===== src/rtl/multdiv_unit.sv =====
// multdiv_unit: iterative 32-bit signed multiply/divide unit for the execute stage.
//
// A one-cycle start pulse (ctrl_MULT or ctrl_DIV) latches both operands. The unit then
// runs 32 radix-2 iterations, either shift-add multiply or restoring divide, on operand
// magnitudes and fixes up the sign at the end. data_resultRDY strobes for one cycle when
// data_result / data_exception are valid. Both outputs hold until the next completion.
// A start in any state aborts the current operation and restarts it. MULT wins over DIV.
//
// Ports:
//   clock, reset        rising-edge clock; asynchronous active-high reset
//   data_operandA/B     signed multiplicand/multiplier or dividend/divisor
//   ctrl_MULT/ctrl_DIV  one-cycle start pulses
//   data_result         low 32 bits of the product, or the quotient (truncated toward zero)
//   data_exception      multiply overflow, divide-by-zero or 0x80000000 / -1 overflow
//   data_resultRDY      one-cycle valid strobe
//
// Configuration macro:
//   MULTDIV_EARLY_DIV0_EN  when defined, a divide by zero completes one cycle after start
//                          instead of running all 32 iterations.

module multdiv_unit (
  input  logic        clock,
  input  logic        reset,
  input  logic [31:0] data_operandA,
  input  logic [31:0] data_operandB,
  input  logic        ctrl_MULT,
  input  logic        ctrl_DIV,
  output logic [31:0] data_result,
  output logic        data_exception,
  output logic        data_resultRDY
);

  typedef enum logic [1:0] {StIdle, StMul, StDiv, StDone} state_e;

  state_e      state_q;
  logic [4:0]  count_q;
  // Multiply: opnd_q = |A|, acc_q = {partial product, remaining multiplier bits}.
  // Divide:   opnd_q = |B|, acc_q = {partial remainder, dividend/quotient bits}.
  logic [31:0] opnd_q;
  logic [63:0] acc_q;
  logic        neg_q;
  logic        div_zero_q;
  logic        div_ovf_q;
  logic [31:0] result_q;
  logic        exc_q;
  logic        rdy_q;

  logic        start;
  logic [31:0] a_mag;
  logic [31:0] b_mag;
  logic        last;
  logic [32:0] mul_sum;
  logic [63:0] mul_next;
  logic [63:0] prod_signed;
  logic        mul_exc;
  logic [32:0] div_sh;
  logic        div_ge;
  logic [31:0] div_sub;
  logic [63:0] div_next;
  logic [31:0] quo_signed;

  always_comb begin
    start = ctrl_MULT | ctrl_DIV;
    // Negating 0x80000000 yields 0x80000000, which is the correct unsigned magnitude.
    a_mag = data_operandA[31] ? (~data_operandA + 32'd1) : data_operandA;
    b_mag = data_operandB[31] ? (~data_operandB + 32'd1) : data_operandB;
    last  = (count_q == 5'd31);

    // Shift-add step: conditionally add the multiplicand into the high half, then shift
    // the 65-bit {carry, high, low} right by one. The multiplier bit falls out of bit 0.
    mul_sum     = {1'b0, acc_q[63:32]} + (acc_q[0] ? {1'b0, opnd_q} : 33'd0);
    mul_next    = {mul_sum, acc_q[31:1]};
    prod_signed = neg_q ? (~mul_next + 64'd1) : mul_next;
    // The product fits in signed 32 bits only if bits [63:31] are all equal.
    mul_exc     = !((&prod_signed[63:31]) || !(|prod_signed[63:31]));

    // Restoring step: shift the next dividend bit into the remainder, subtract when it fits.
    // The remainder stays below the divisor, so the difference always fits in 32 bits.
    div_sh     = {acc_q[63:32], acc_q[31]};
    div_ge     = (div_sh >= {1'b0, opnd_q});
    div_sub    = div_sh[31:0] - opnd_q;
    div_next   = {(div_ge ? div_sub : div_sh[31:0]), acc_q[30:0], div_ge};
    quo_signed = neg_q ? (~div_next[31:0] + 32'd1) : div_next[31:0];
  end

  always_ff @(posedge clock or posedge reset) begin
    if (reset) begin
      state_q    <= StIdle;
      count_q    <= 5'd0;
      opnd_q     <= 32'd0;
      acc_q      <= 64'd0;
      neg_q      <= 1'b0;
      div_zero_q <= 1'b0;
      div_ovf_q  <= 1'b0;
      result_q   <= 32'd0;
      exc_q      <= 1'b0;
      rdy_q      <= 1'b0;
    end else begin
      rdy_q <= 1'b0;
      if (start) begin
        count_q    <= 5'd0;
        neg_q      <= data_operandA[31] ^ data_operandB[31];
        div_zero_q <= (data_operandB == 32'd0);
        div_ovf_q  <= (data_operandA == 32'h8000_0000) && (data_operandB == 32'hFFFF_FFFF);
        if (ctrl_MULT) begin
          state_q <= StMul;
          opnd_q  <= a_mag;
          acc_q   <= {32'd0, b_mag};
        end else begin
          state_q <= StDiv;
          opnd_q  <= b_mag;
          acc_q   <= {32'd0, a_mag};
        end
      end else begin
        unique case (state_q)
          StIdle: ;
          StMul: begin
            acc_q   <= mul_next;
            count_q <= count_q + 5'd1;
            if (last) begin
              state_q  <= StDone;
              result_q <= prod_signed[31:0];
              exc_q    <= mul_exc;
              rdy_q    <= 1'b1;
            end
          end
          StDiv: begin
`ifdef MULTDIV_EARLY_DIV0_EN
            if (div_zero_q) begin
              state_q  <= StDone;
              result_q <= 32'd0;
              exc_q    <= 1'b1;
              rdy_q    <= 1'b1;
            end else begin
`else
            begin
`endif
              acc_q   <= div_next;
              count_q <= count_q + 5'd1;
              if (last) begin
                state_q  <= StDone;
                rdy_q    <= 1'b1;
                if (div_zero_q) begin
                  result_q <= 32'd0;
                  exc_q    <= 1'b1;
                end else begin
                  result_q <= quo_signed;
                  exc_q    <= div_ovf_q;
                end
              end
            end
          end
          StDone: state_q <= StIdle;
        endcase
      end
    end
  end

  assign data_result    = result_q;
  assign data_exception = exc_q;
  assign data_resultRDY = rdy_q;

endmodule

===== config.mk =====
export PLATFORM = sky130hd
export DESIGN_NAME = multdiv_unit
export DESIGN_NICKNAME = d
export VERILOG_FILES = /design/src/rtl/multdiv_unit.sv
export SDC_FILE = /design/constraint.sdc
export NUM_CORES = 1
export LEC_CHECK = 0
export CORE_ASPECT_RATIO = 0.75
export CORE_MARGIN = 2
export CORE_UTILIZATION = 40
export DETAILED_ROUTE_END_ITERATION = 8
export PLACE_DENSITY_LB_ADDON = 0.08
export SLEW_MARGIN = 0
export SYNTH_ARGS = -nofsm -noshare
export SYNTH_HDL_FRONTEND = slang
export SYNTH_SLANG_ARGS = --single-unit

===== constraint.sdc =====
create_clock -name clock -period 16.02 [get_ports clock]
set_input_delay 3.204 -clock clock [delete_from_list [all_inputs] [get_ports clock]]
set_output_delay 3.204 -clock clock [all_outputs]
set_load 0.02 [all_outputs]

==> impl_metrics.json <==
{
  "post_drt_wl_per_cell_um": 22.9,
  "critical_path_required_ns": 16.35,
  "cp.arrival_ns": 6.99,
  "postRouteAntennaNets": 0,
  "finalClockSkew_ns": 0.0119,
  "cts_tree": "yes",
  "nets": 2148,
  "ctsHoldBuffers": 0,
  "path_max_fanout": 6,
  "min_path_type": "reg2reg",
  "synth_xor_area_frac": 0.108,
  "report.final.slew_viol_count": 0,
  "cts.clk_slew.worst_paths_ns": 0.07,
  "yosysTopAreaCellShare": 0.233,
  "peakVddDrop_mv": 0.0747,
  "cpMostUsedCell": "or3_1",
  "dr.pass1.iters": 6,
  "outcome": "finished clean",
  "finalHoldViolCount": 0,
  "via_per_inst": 6.18,
  "power_density_nw_per_um2": 98.2,
  "fp.dieW_um": 228,
  "hold_slack_ns": 0.479,
  "fillers": 3798,
  "slew_headroom": 0.168,
  "setup_slack_ns": 9.36,
  "tns_ns": 0,
  "grt-ovfl-total": 0,
  "cap_violations": 0,
  "port_buffers": 101,
  "synth-simple-area-share": 0.212,
  "layout_commonest_cell": "nor2_1",
  "synth_cell_types": 87,
  "cts-resized-gates": 0,
  "place_congestion": 0.902,
  "num_vias": 15600,
  "async_flop_share": 1.00,
  "grt_max_degree": 92,
  "fp-row-count": 61,
  "crit_chain": "clkdlybuf4s50_1 > or4_1 > or4_1 > or3_1 > or3_1 > nand2b_1 > or3_1 > o31ai_1 > xnor2_1 > a222oi_1 > a21oi_1",
  "setup_viol": 0,
  "start_util": 0.406,
  "die_h_um": 172,
  "synth_area_um2": 15100,
  "synth_top_family_by_area": "compound AO/OA/AOI/OAI gates",
  "dieArea_um2": 39300,
  "postCtsSetupBuffers": 0,
  "track_usage": 0.290,
  "wirelength_um": 57700,
  "fmax_mhz": 150,
  "syn_avg_cell_area_um2": 7.53,
  "dp_slack_ns": 8.92,
  "synth-seq-cells": 140,
  "pin_count": 102,
  "slowest_delay_ns": 0.57,
  "cts-root-buf": "clkbuf_16",
  "cts_sinks": 140,
  "synth-compound-area-share": 0.295,
  "numCtsBuffers": 17,
  "most-common-layout-cells": "nor2_1, nand2_1, o21ai_0",
  "yosysWarningCount": 0,
  "grt_pass1_wl_um": 87200,
  "leakage_nw": 6.95,
  "worst_pin_slew_ns": 1.25,
  "synth_fa_ha_area_frac": 0.0641,
  "cts_max_level": 4,
  "antenna_found_initial": 1,
  "syn_inst": 2001,
  "synth_nets": 2145,
  "fin_crit_sh": 0.416,
  "synth_area_leaders": "dfrtp_1, xnor2_1, ha_1, nor2_1, o21ai_0",
  "drive_gt1_frac": 0.0496,
  "rsz0062_at_grt": "no",
  "core-area_um2": 37100,
  "drt_iter0_markers": 1719,
  "period_minus_slack_ns": 6.66,
  "synth.area.mux_share": 0.0326,
  "worstSetupPathType": "in2reg",
  "start_kind": "input pin",
  "drcViolationCount": 0,
  "dp_hpwl_um": 43600,
  "grt_pass1_vias": 14100,
  "crit_slowest_cell": "or4_1",
  "clock_tree.buffer_depth": 2,
  "end_kind": "flip-flop",
  "synth_top_cell_by_area": "dfrtp_1",
  "yosysSeqAreaShare": 0.233,
  "ys.flop_type": "dfrtp_1",
  "worstSkewPairLatency_ns": 0.45,
  "synth_edf_count": 0,
  "area_growth_pct": 12.9
}
metrics by stage:
| step | cells | cell area [um2] | power (mW) | util |
|---|---|---|---|---|
| 3_5_place_dp | 2489 | 16400 | 1.21 | 0.441 |
| 4_1_cts | 2520 | 17000 | 1.66 | 0.459 |
| 5_1_grt | 2520 | 17000 | 1.76 | 0.459 |
| 3_3_place_gp | 2489 | 16400 | 1.20 | 0.441 |
| 6_report | 2521 | 17000 | 1.67 | 0.459 |
| 2_1_floorplan | 2001 | 15100 | 0.946 | - |
power breakdown:
group	switching, mW	leakage [nW]	internal (mW)	total, mW
sequential	0.0741	1.74	0.417	0.491
clock	0.175	0.315	0.283	0.457
combinational	0.432	4.90	0.290	0.723
total	0.681	6.95	0.990	1.67
state kept, by name, indices dropped and copies added (netlist names):
register and cells:
state_q 2, count_q 5, data_resultRDY 1, acc_q 64, div_zero_q 1, data_exception 1
div_ovf_q 1, opnd_q 32, neg_q 1, data_result 32
worst max-delay path: cells and delay by family:
family,cells,cell delay (ns)
xor gates and xnor gates,1,0.14
buffers and inverters,1,0.51
AOI/OAI and AO/OA,3,0.69
and+or+nand+nor,6,2.44
logic make-up (layout without fill, tap and decap cells):
logic type / count (synthesis) / in the layout
compound gates: 659 / 659
xor+xnor: 185 / 185
fa+ha+maj: 76 / 76
buf+inv: 221 / 236
flops: 140 / 140
mux: 48 / 48
other cells: 0 / 1
simple gates: 672 / 672
synth_stat cells, drive strengths merged (40+ instances only):
cell type / n
nor2: 222
nand2: 186
o21ai: 174
dfrtp: 140
a21oi: 137
clkbuf: 116
xnor2: 116
inv: 76
ha: 74
xor2: 69
mux2i: 40
nor3: 40
area by class of cell:
| type | instances | area [um2] | area share |
|---|---|---|---|
| antenna | 1 | 2.50 | 0.000147 |
| clock buffer | 19 | 453 | 0.0266 |
| clock inverter | 12 | 194 | 0.0114 |
| inverter | 79 | 302 | 0.0177 |
| multi-input combinational | 1640 | 10700 | 0.631 |
| sequential | 140 | 3500 | 0.206 |
| tap | 504 | 631 | 0.0371 |
| timing repair buffer | 126 | 1190 | 0.0699 |
path summary, 6_finish.rpt:
check	from	to	slack (ns)	cells past startpoint
max	data_operandB[6]	acc_q[29]	9.36	11
min	data_result[11]	data_result[11]	0.48	2
max reg2reg	acc_q[0]	data_exception	9.81	17
min reg2reg	data_result[11]	data_result[11]	0.48	2
max in group asynchronous	reset	acc_q[27]	11.35	3
min in group asynchronous	reset	data_result[14]	3.31	2
per-layer routing:
metal / up-vias / wire length, um / GRT usage
met4: 0 / 634 / 0.0560
li1: 7363 / - / -
met5: - / 0 / 0
met2: 695 / 22900 / 0.403
met1: 7482 / 28400 / 0.446
met3: 44 / 5770 / 0.0734
Note: power is estimated with default switching activity, not from simulation.
